--- src/rtl/la_wb_initiator_if.sv ---
// Command/response and Wishbone classic signal bundle for la_wb_initiator.
// master = initiator side, slave = command source plus Wishbone target side.
interface la_wb_initiator_if;
  logic        cmd_valid;
  logic        cmd_ready;
  logic        cmd_we;
  logic [31:0] cmd_adr;
  logic [31:0] cmd_dat;
  logic [3:0]  cmd_sel;
  logic        rsp_valid;
  logic        rsp_ready;
  logic [31:0] rsp_dat;
  logic        rsp_err;
  logic        wbm_cyc_o;
  logic        wbm_stb_o;
  logic        wbm_we_o;
  logic [31:0] wbm_adr_o;
  logic [31:0] wbm_dat_o;
  logic [3:0]  wbm_sel_o;
  logic        wbm_ack_i;
  logic [31:0] wbm_dat_i;

  modport master (
    input  cmd_valid, cmd_we, cmd_adr, cmd_dat, cmd_sel, rsp_ready, wbm_ack_i, wbm_dat_i,
    output cmd_ready, rsp_valid, rsp_dat, rsp_err,
    output wbm_cyc_o, wbm_stb_o, wbm_we_o, wbm_adr_o, wbm_dat_o, wbm_sel_o
  );

  modport slave (
    output cmd_valid, cmd_we, cmd_adr, cmd_dat, cmd_sel, rsp_ready, wbm_ack_i, wbm_dat_i,
    input  cmd_ready, rsp_valid, rsp_dat, rsp_err,
    input  wbm_cyc_o, wbm_stb_o, wbm_we_o, wbm_adr_o, wbm_dat_o, wbm_sel_o
  );
endinterface

--- src/rtl/la_wb_initiator.sv ---
// Single-beat Wishbone classic initiator driven by a command/response port,
// with a bus timeout that returns ERR_DATA and flags rsp_err.
module la_wb_initiator #(
  parameter int unsigned TIMEOUT  = 255,
  parameter logic [31:0] ERR_DATA = 32'hDEAD_BEEF
) (
  input  logic                      wb_clk_i,
  input  logic                      wb_rst_ni,
  la_wb_initiator_if.master         bus,
  output logic [15:0]               txn_count,
  output logic [15:0]               err_count
);

  localparam logic [1:0] IDLE = 2'd0;
  localparam logic [1:0] BUS  = 2'd1;
  localparam logic [1:0] RESP = 2'd2;

  localparam logic [15:0] WAIT_LAST = 16'(TIMEOUT - 1);

  logic [1:0]  state_reg;
  logic [15:0] wait_reg;
  logic        cmd_ready_reg;
  logic        rsp_valid_reg;
  logic        rsp_err_reg;
  logic [31:0] rsp_dat_reg;
  logic        cyc_reg;
  logic        we_reg;
  logic [31:0] adr_reg;
  logic [31:0] dat_reg;
  logic [3:0]  sel_reg;
  logic [15:0] txn_reg;
  logic [15:0] err_reg;

  always_ff @(posedge wb_clk_i) begin
    if (!wb_rst_ni) begin
      state_reg     <= IDLE;
      wait_reg      <= 16'd0;
      cmd_ready_reg <= 1'b1;
      rsp_valid_reg <= 1'b0;
      rsp_err_reg   <= 1'b0;
      rsp_dat_reg   <= 32'd0;
      cyc_reg       <= 1'b0;
      we_reg        <= 1'b0;
      adr_reg       <= 32'd0;
      dat_reg       <= 32'd0;
      sel_reg       <= 4'd0;
      txn_reg       <= 16'd0;
      err_reg       <= 16'd0;
    end else begin
      case (state_reg)
        IDLE: begin
          if (bus.cmd_valid) begin
            we_reg        <= bus.cmd_we;
            adr_reg       <= bus.cmd_adr;
            dat_reg       <= bus.cmd_dat;
            sel_reg       <= bus.cmd_sel;
            cyc_reg       <= 1'b1;
            cmd_ready_reg <= 1'b0;
            wait_reg      <= 16'd0;
            state_reg     <= BUS;
          end
        end
        BUS: begin
          // ack is checked first so a last-cycle ack still completes cleanly
          if (bus.wbm_ack_i) begin
            rsp_dat_reg   <= we_reg ? 32'd0 : bus.wbm_dat_i;
            rsp_err_reg   <= 1'b0;
            rsp_valid_reg <= 1'b1;
            cyc_reg       <= 1'b0;
            txn_reg       <= txn_reg + 16'd1;
            state_reg     <= RESP;
          end else if (wait_reg == WAIT_LAST) begin
            rsp_dat_reg   <= ERR_DATA;
            rsp_err_reg   <= 1'b1;
            rsp_valid_reg <= 1'b1;
            cyc_reg       <= 1'b0;
            txn_reg       <= txn_reg + 16'd1;
            if (err_reg != 16'hFFFF) begin
              err_reg <= err_reg + 16'd1;
            end
            state_reg     <= RESP;
          end else begin
            wait_reg <= wait_reg + 16'd1;
          end
        end
        RESP: begin
          if (bus.rsp_ready) begin
            rsp_valid_reg <= 1'b0;
            cmd_ready_reg <= 1'b1;
            state_reg     <= IDLE;
          end
        end
        default: begin
          state_reg     <= IDLE;
          cmd_ready_reg <= 1'b1;
          rsp_valid_reg <= 1'b0;
          cyc_reg       <= 1'b0;
        end
      endcase
    end
  end

  assign bus.cmd_ready = cmd_ready_reg;
  assign bus.rsp_valid = rsp_valid_reg;
  assign bus.rsp_dat   = rsp_dat_reg;
  assign bus.rsp_err   = rsp_err_reg;
  assign bus.wbm_cyc_o = cyc_reg;
  assign bus.wbm_stb_o = cyc_reg;
  assign bus.wbm_we_o  = we_reg;
  assign bus.wbm_adr_o = adr_reg;
  assign bus.wbm_dat_o = dat_reg;
  assign bus.wbm_sel_o = sel_reg;
  assign txn_count     = txn_reg;
  assign err_count     = err_reg;

endmodule
--- src/flat_wrapper.sv ---
// flat-port wrapper written by rule: the top's interface ports become plain ports
module la_wb_initiator_flat 
#(
  parameter int unsigned TIMEOUT  = 255,
  parameter logic [31:0] ERR_DATA = 32'hDEAD_BEEF
)
  (wb_clk_i, wb_rst_ni, txn_count, err_count, bus_cmd_valid, bus_cmd_we, bus_cmd_adr, bus_cmd_dat, bus_cmd_sel, bus_rsp_ready, bus_wbm_ack_i, bus_wbm_dat_i, bus_cmd_ready, bus_rsp_valid, bus_rsp_dat, bus_rsp_err, bus_wbm_cyc_o, bus_wbm_stb_o, bus_wbm_we_o, bus_wbm_adr_o, bus_wbm_dat_o, bus_wbm_sel_o);
  la_wb_initiator_if bus_i ();
  input  logic wb_clk_i;
  input  logic wb_rst_ni;
  output logic [15:0] txn_count;
  output logic [15:0] err_count;
  input wire logic [$bits(bus_i.cmd_valid)-1:0] bus_cmd_valid;
  input wire logic [$bits(bus_i.cmd_we)-1:0] bus_cmd_we;
  input wire logic [$bits(bus_i.cmd_adr)-1:0] bus_cmd_adr;
  input wire logic [$bits(bus_i.cmd_dat)-1:0] bus_cmd_dat;
  input wire logic [$bits(bus_i.cmd_sel)-1:0] bus_cmd_sel;
  input wire logic [$bits(bus_i.rsp_ready)-1:0] bus_rsp_ready;
  input wire logic [$bits(bus_i.wbm_ack_i)-1:0] bus_wbm_ack_i;
  input wire logic [$bits(bus_i.wbm_dat_i)-1:0] bus_wbm_dat_i;
  output wire logic [$bits(bus_i.cmd_ready)-1:0] bus_cmd_ready;
  output wire logic [$bits(bus_i.rsp_valid)-1:0] bus_rsp_valid;
  output wire logic [$bits(bus_i.rsp_dat)-1:0] bus_rsp_dat;
  output wire logic [$bits(bus_i.rsp_err)-1:0] bus_rsp_err;
  output wire logic [$bits(bus_i.wbm_cyc_o)-1:0] bus_wbm_cyc_o;
  output wire logic [$bits(bus_i.wbm_stb_o)-1:0] bus_wbm_stb_o;
  output wire logic [$bits(bus_i.wbm_we_o)-1:0] bus_wbm_we_o;
  output wire logic [$bits(bus_i.wbm_adr_o)-1:0] bus_wbm_adr_o;
  output wire logic [$bits(bus_i.wbm_dat_o)-1:0] bus_wbm_dat_o;
  output wire logic [$bits(bus_i.wbm_sel_o)-1:0] bus_wbm_sel_o;
  assign bus_i.cmd_valid = bus_cmd_valid;
  assign bus_i.cmd_we = bus_cmd_we;
  assign bus_i.cmd_adr = bus_cmd_adr;
  assign bus_i.cmd_dat = bus_cmd_dat;
  assign bus_i.cmd_sel = bus_cmd_sel;
  assign bus_i.rsp_ready = bus_rsp_ready;
  assign bus_i.wbm_ack_i = bus_wbm_ack_i;
  assign bus_i.wbm_dat_i = bus_wbm_dat_i;
  assign bus_cmd_ready = bus_i.cmd_ready;
  assign bus_rsp_valid = bus_i.rsp_valid;
  assign bus_rsp_dat = bus_i.rsp_dat;
  assign bus_rsp_err = bus_i.rsp_err;
  assign bus_wbm_cyc_o = bus_i.wbm_cyc_o;
  assign bus_wbm_stb_o = bus_i.wbm_stb_o;
  assign bus_wbm_we_o = bus_i.wbm_we_o;
  assign bus_wbm_adr_o = bus_i.wbm_adr_o;
  assign bus_wbm_dat_o = bus_i.wbm_dat_o;
  assign bus_wbm_sel_o = bus_i.wbm_sel_o;
  la_wb_initiator #(.TIMEOUT(TIMEOUT), .ERR_DATA(ERR_DATA)) u_core (.wb_clk_i(wb_clk_i), .wb_rst_ni(wb_rst_ni), .bus(bus_i), .txn_count(txn_count), .err_count(err_count));
endmodule
--- config.mk ---
export PLATFORM = sky130hd
export DESIGN_NAME = la_wb_initiator_flat
export DESIGN_NICKNAME = d
export VERILOG_FILES = /design/src/rtl/la_wb_initiator_if.sv /design/src/rtl/la_wb_initiator.sv /design/src/flat_wrapper.sv
export SDC_FILE = /design/constraint.sdc
export NUM_CORES = 1
export LEC_CHECK = 0
export CORE_MARGIN = 3
export CORE_UTILIZATION = 45
export CTS_CLUSTER_SIZE = 14
export DETAILED_ROUTE_END_ITERATION = 10
export DONT_BUFFER_PORTS = 1
export SLEW_MARGIN = 20
export SYNTH_ARGS = -nofsm -noshare
export SYNTH_HDL_FRONTEND = slang
export SYNTH_SLANG_ARGS = --single-unit
--- constraint.sdc ---
create_clock -name wb_clk_i -period 3.1 [get_ports wb_clk_i]
set_input_delay 0.62 -clock wb_clk_i [delete_from_list [all_inputs] [get_ports wb_clk_i]]
set_output_delay 0.62 -clock wb_clk_i [all_outputs]
set_load 0.01 [all_outputs]
=== After elaboration in Yosys (flattened, before gate mapping) ===
Cells that the tools add are included.
Widths: inputs -> output; s select.

* Multiplexer cells: 26
* Bitwise logic cells: 4
* Equality and inequality tests: 9
* Add/sub/neg operators: 3
* Reduce and logical (&&, ||, !) cells: 11

{| class="wikitable"
|+ Operator list
! cell !! number
|-
| $mux 32 || 3
|-
| $mux 16 || 5
|-
| $add 16x1->16 const B || 3
|-
| $pmux 16 s2 || 1
|-
| $eq 16x8->1 const B || 1
|-
| $ne 16x16->1 const B || 1
|-
| $reduce_and 3->1 || 4
|-
| $mux 1 || 9
|-
| $pmux 1 s3 || 3
|-
| $mux 2 || 4
|-
| $ne 2x2->1 const B || 4
|-
| $reduce_and 4->1 || 2
|-
| $pmux 2 s3 || 1
|-
| $not 1->1 || 4
|-
| $reduce_and 2->1 || 2
|-
| $reduce_bool 2->1 || 2
|-
| $ne 3x2->1 const B || 1
|-
| $eq 2x1->1 const B || 1
|-
| $eq 2x2->1 const B || 1
|-
| $logic_not 2->1 || 1
|}

* Logic and storage cells: 66
* Flip-flop bits (word level): 155
* Bits of input ports: 106

=== Logic depth before layout (Yosys ltp) ===
* Depth after elaboration: 4
* Mapped depth: 9

=== Worst setup path before layout ===
No wires, ideal clock.

* Path type: register to register
* Start point: reg u_core.wait_reg[0]
* End point: reg u_core.err_reg[13], in the netlist u_core.err_count[13]
* Stages on the path, launching flop included: 9
* Setup time: 0.070 ns
* Period minus slack after synthesis: 2.201 ns
* Setup slack: 0.899 ns
* Arrival time: 2.130 ns
* Cells stage by stage: dfxtp_1 inv_1 ha_1 nor4b_4 nand4_2 or4_1 buf_2 or4_1 a21oi_1

* Word-level cells in the longest chain between the ends: 2

{| class="wikitable"
|+ Ends and longest elaborated chain
! what !! line !! text
|-
| start, declared || la_wb_initiator.sv:21 || <nowiki>logic [15:0] wait_reg;</nowiki>
|-
| start signal, assigned || la_wb_initiator.sv:83 || <nowiki>wait_reg <= wait_reg + 16'd1;</nowiki>
|-
| $eq 16x8->1 || la_wb_initiator.sv:72 || <nowiki>end else if (wait_reg == WAIT_LAST) begin</nowiki>
|-
| $reduce_and 4->1 (no source line) || n/a ||
|-
| end signal, assigned || la_wb_initiator.sv:79 || <nowiki>err_reg <= err_reg + 16'd1;</nowiki>
|-
| end, declared || la_wb_initiator.sv:32 || <nowiki>logic [15:0] err_reg;</nowiki>
|}

Every way passes these cells.
A chain may end at the register's enable or synchronous reset.

=== Final worst setup path ===
* Start point: reg u_core.wait_reg[0]
* End point: reg u_core.err_reg[11], in the netlist u_core.err_count[11]

The elaborated chain is that of the path after synthesis.

==> flow_summary_export.csv <==
group,metric,value,unit
floorplan,fp.dieW,122,um
placed_design,dpl_worst_slack,493,ps
sta,min_period_over_period,85.0,%
power,combPwrFrac,5.7,%
sta,tns,0,ps
clock_tree,clock_latency,420,ps
drt,antenna_left,0,
synth,synth_common_cells,"165 x nand2_1, 155 x dfxtp_1, 118 x a21oi_1",
setup_path,crit_arrival,2990,ps
floorplan,design.core.area,12900,sq um
clock_tree,clockRootBuffer,"clkbuf_16",
clock_tree,htree_levels,4,
power,intPower,0.00348,W
finish,drive_gt1_share,6.01,%
hold_path,min_path_type,"input pin to flop",
synth,netlist.area_leader.share,51.3,%
global_route,grt_pass1_wl,25700,um
floorplan,dieArea,14900,sq um
sta,hold_viol_final,0,
sta,finalSetupViolCount,0,
clock_tree,numCtsBuffers,17,
synth,syn_inst,741,
sta,fin_skew,9.23,ps
finish,n_antenna_cell,0,
sta,tightest_slew,810,ps
sta,max_slew_margin,45.6,%
sta,fmaxAchievable,0.379,GHz
synth,synth_area,6050,sq um
synth,synth.largest_area_cell,"dfxtp_1",
clock_tree,cts_tree,"done",
drt,vias,5220,
synth,async_reset_ff_share,0,%
clock_tree,clock-sinks,155,
synth,avgSynthCellArea,8.17,sq um
setup_path,required,3450,ps
sta,slew_viol_final,0,
power,p_sw_share,23.4,%
power,power.net_switching,0.00106,W
drt,wl_per_cell,18.2,um
setup_path,cp-start-kind,"flop",
synth,synthTopCellsByArea,"dfxtp_1 51%, nand2_1 10%, a21oi_1 9.8%, nor2_1 3.3%, nor3_1 2.7%",
synth,ys_seq_elements,155,
floorplan,ios,244,
synth,yosysMostFrequentCell,"nand2_1",
placed_design,portBuffers,0,
placed_design,dp_hpwl,11700,um
status,outcome,"finished clean",
sta,hold_ws,293,ps
finish,num-nets-final,832,
drt,first_iter_violations,484,
finish,area_growth,11.6,%
global_route,grt_overflow_total,0,
synth,synth_warnings,0,
clock_tree,clk_pin_slew,60,ps
setup_path,worstSetupPathType,"flop to flop",
sta,setup_ws,463,ps
drt,dr.pass1.iters,5,
power,p_per_area,672,nW/um^2
clock_tree,cts_setup_buffers,0,
power,p_leak,2.38,nW
power,power_frac_seq,48.4,%
synth,syn_nets,851,
power,irDropWorstVdd,0.482,mV
sta,rsz0062_at_grt,"no",
clock_tree,cts_hold_buf,0,
global_route,grt_pass1_vias,5036,
floorplan,rows,41,
drt,finalWirelength,16500,um
flow_run,maxCapViolations,0,
synth,ys_seq_area_share,51.3,%
synth,synth_edf_count,0,
drt,drc,0,
setup_path,end_kind,"flop",
clock_tree,cts.path.max_buffers,2,
floorplan,die_h,122,um
floorplan,start_util,47.0,%
clock_tree,postCtsResizedCells,0,
synth,synthFlopType,"dfxtp_1",
global_route,grt_max_degree,71,
drt,viasPerCell,5.77,
placed_design,gp_congestion,0.809,
global_route,antenna_found_initial,0,
setup_path,critPathMaxFanout,18,
global_route,track_usage,21.7,%
sta,period_needed,2640,ps
power,clkPwrFrac,45.9,%
synth,synth_cell_type_count,45,
layer usage:
metal / wire, um / part of all wire (%) / GRT usage (%)
met5: 0 / 0 / 0
met4: 229 / 1.4 / 7.00
met3: 1610 / 9.8 / 10.1
met2: 8120 / 49 / 35.2
met1: 6530 / 40 / 25.6
kinds of logic after synthesis:
family                   synth area share [%]
adder cells (fa/ha/maj)                 0.827
XOR/XNOR                                 1.88
buffers and inverters                    3.47
AO/OA/AOI/OAI                            16.5
multiplexers                            0.496
flip-flops                               51.3
AND/OR/NAND/NOR                          25.6
critical path, cell delays in order (launching register included):
cell and delay [ps]:
dfxtp_1 350, inv_1 70, ha_1 150, nor4b_4 260
nand4_2 220, or4_1 800, or4_1 570, a21oi_1 150
placed cells by master (no fill, tap or decap), drive strengths merged, types with 2 or more instances in the layout:
cell,Yosys,final
inv,7,7
o21a,3,3
dfxtp,155,155
or4,4,4
xnor2,8,8
buf,6,9
a21oi,118,118
nor3,34,34
nand3,16,16
nor4b,3,3
o21ai,27,27
nand2b,5,5
nand2,165,165
a31oi,4,4
and3,6,6
a22o,9,9
nand4,16,16
xor2,5,5
and4,9,9
clkbuf,41,22
ha,4,4
or3,11,11
clkinv,0,3
o31ai,9,9
bufinv,0,3
mux2i,3,3
a41oi,2,2
nor4,6,6
nor2,53,53
final cells by class:
class                           instances  area, sq um
Sequential cell                       155         3100
Tap cell                              172          215
Inverter                                7         28.8
Clock inverter                          7          116
Timing Repair Buffer                    9         67.6
Fill cell                            1246         6120
Clock buffer                           22          474
Multi-Input combinational cell        532         2750
final timing paths:
kind	start	to	slack (ps)	cells after the start
hold reg to reg	u_core.bus.wbm_adr_o[9]$_SDFFE_PN0P_	u_core.bus.wbm_adr_o[9]$_SDFFE_PN0P_	500	2
setup / recovery	u_core.wait_reg[0]$_SDFFE_PN0P_	u_core.err_count[11]$_SDFFE_PN0P_	460	7
hold / removal	wb_rst_ni	u_core.bus.cmd_ready$_SDFFE_PN1P_	290	1
setup reg to reg	u_core.wait_reg[0]$_SDFFE_PN0P_	u_core.err_count[11]$_SDFFE_PN0P_	460	7
stage by stage:
step / utilization [%] / instance area, sq um / total power, W / std cells
6_report: 52.5 / 6750 / 0.00454 / 904
5_1_grt: 52.5 / 6750 / 0.00472 / 904
4_1_cts: 52.5 / 6750 / 0.00458 / 904
3_5_place_dp: 47.9 / 6160 / 0.00250 / 875
3_3_place_gp: 47.9 / 6160 / 0.00249 / 875
2_1_floorplan: - / 6050 / 0.00242 / 741
power by group through the flow:
stage | Combinational (W) | Clock, W | Sequential, W
floorplan | 0.000213 | 0 | 0.00221
global placement | 0.000248 | 0 | 0.00224
detailed placement | 0.000259 | 0 | 0.00224
CTS | 0.000258 | 0.00212 | 0.00220
global route | 0.000296 | 0.00221 | 0.00221
finish | 0.000257 | 0.00209 | 0.00220
(Power assumes the default switching activity.)
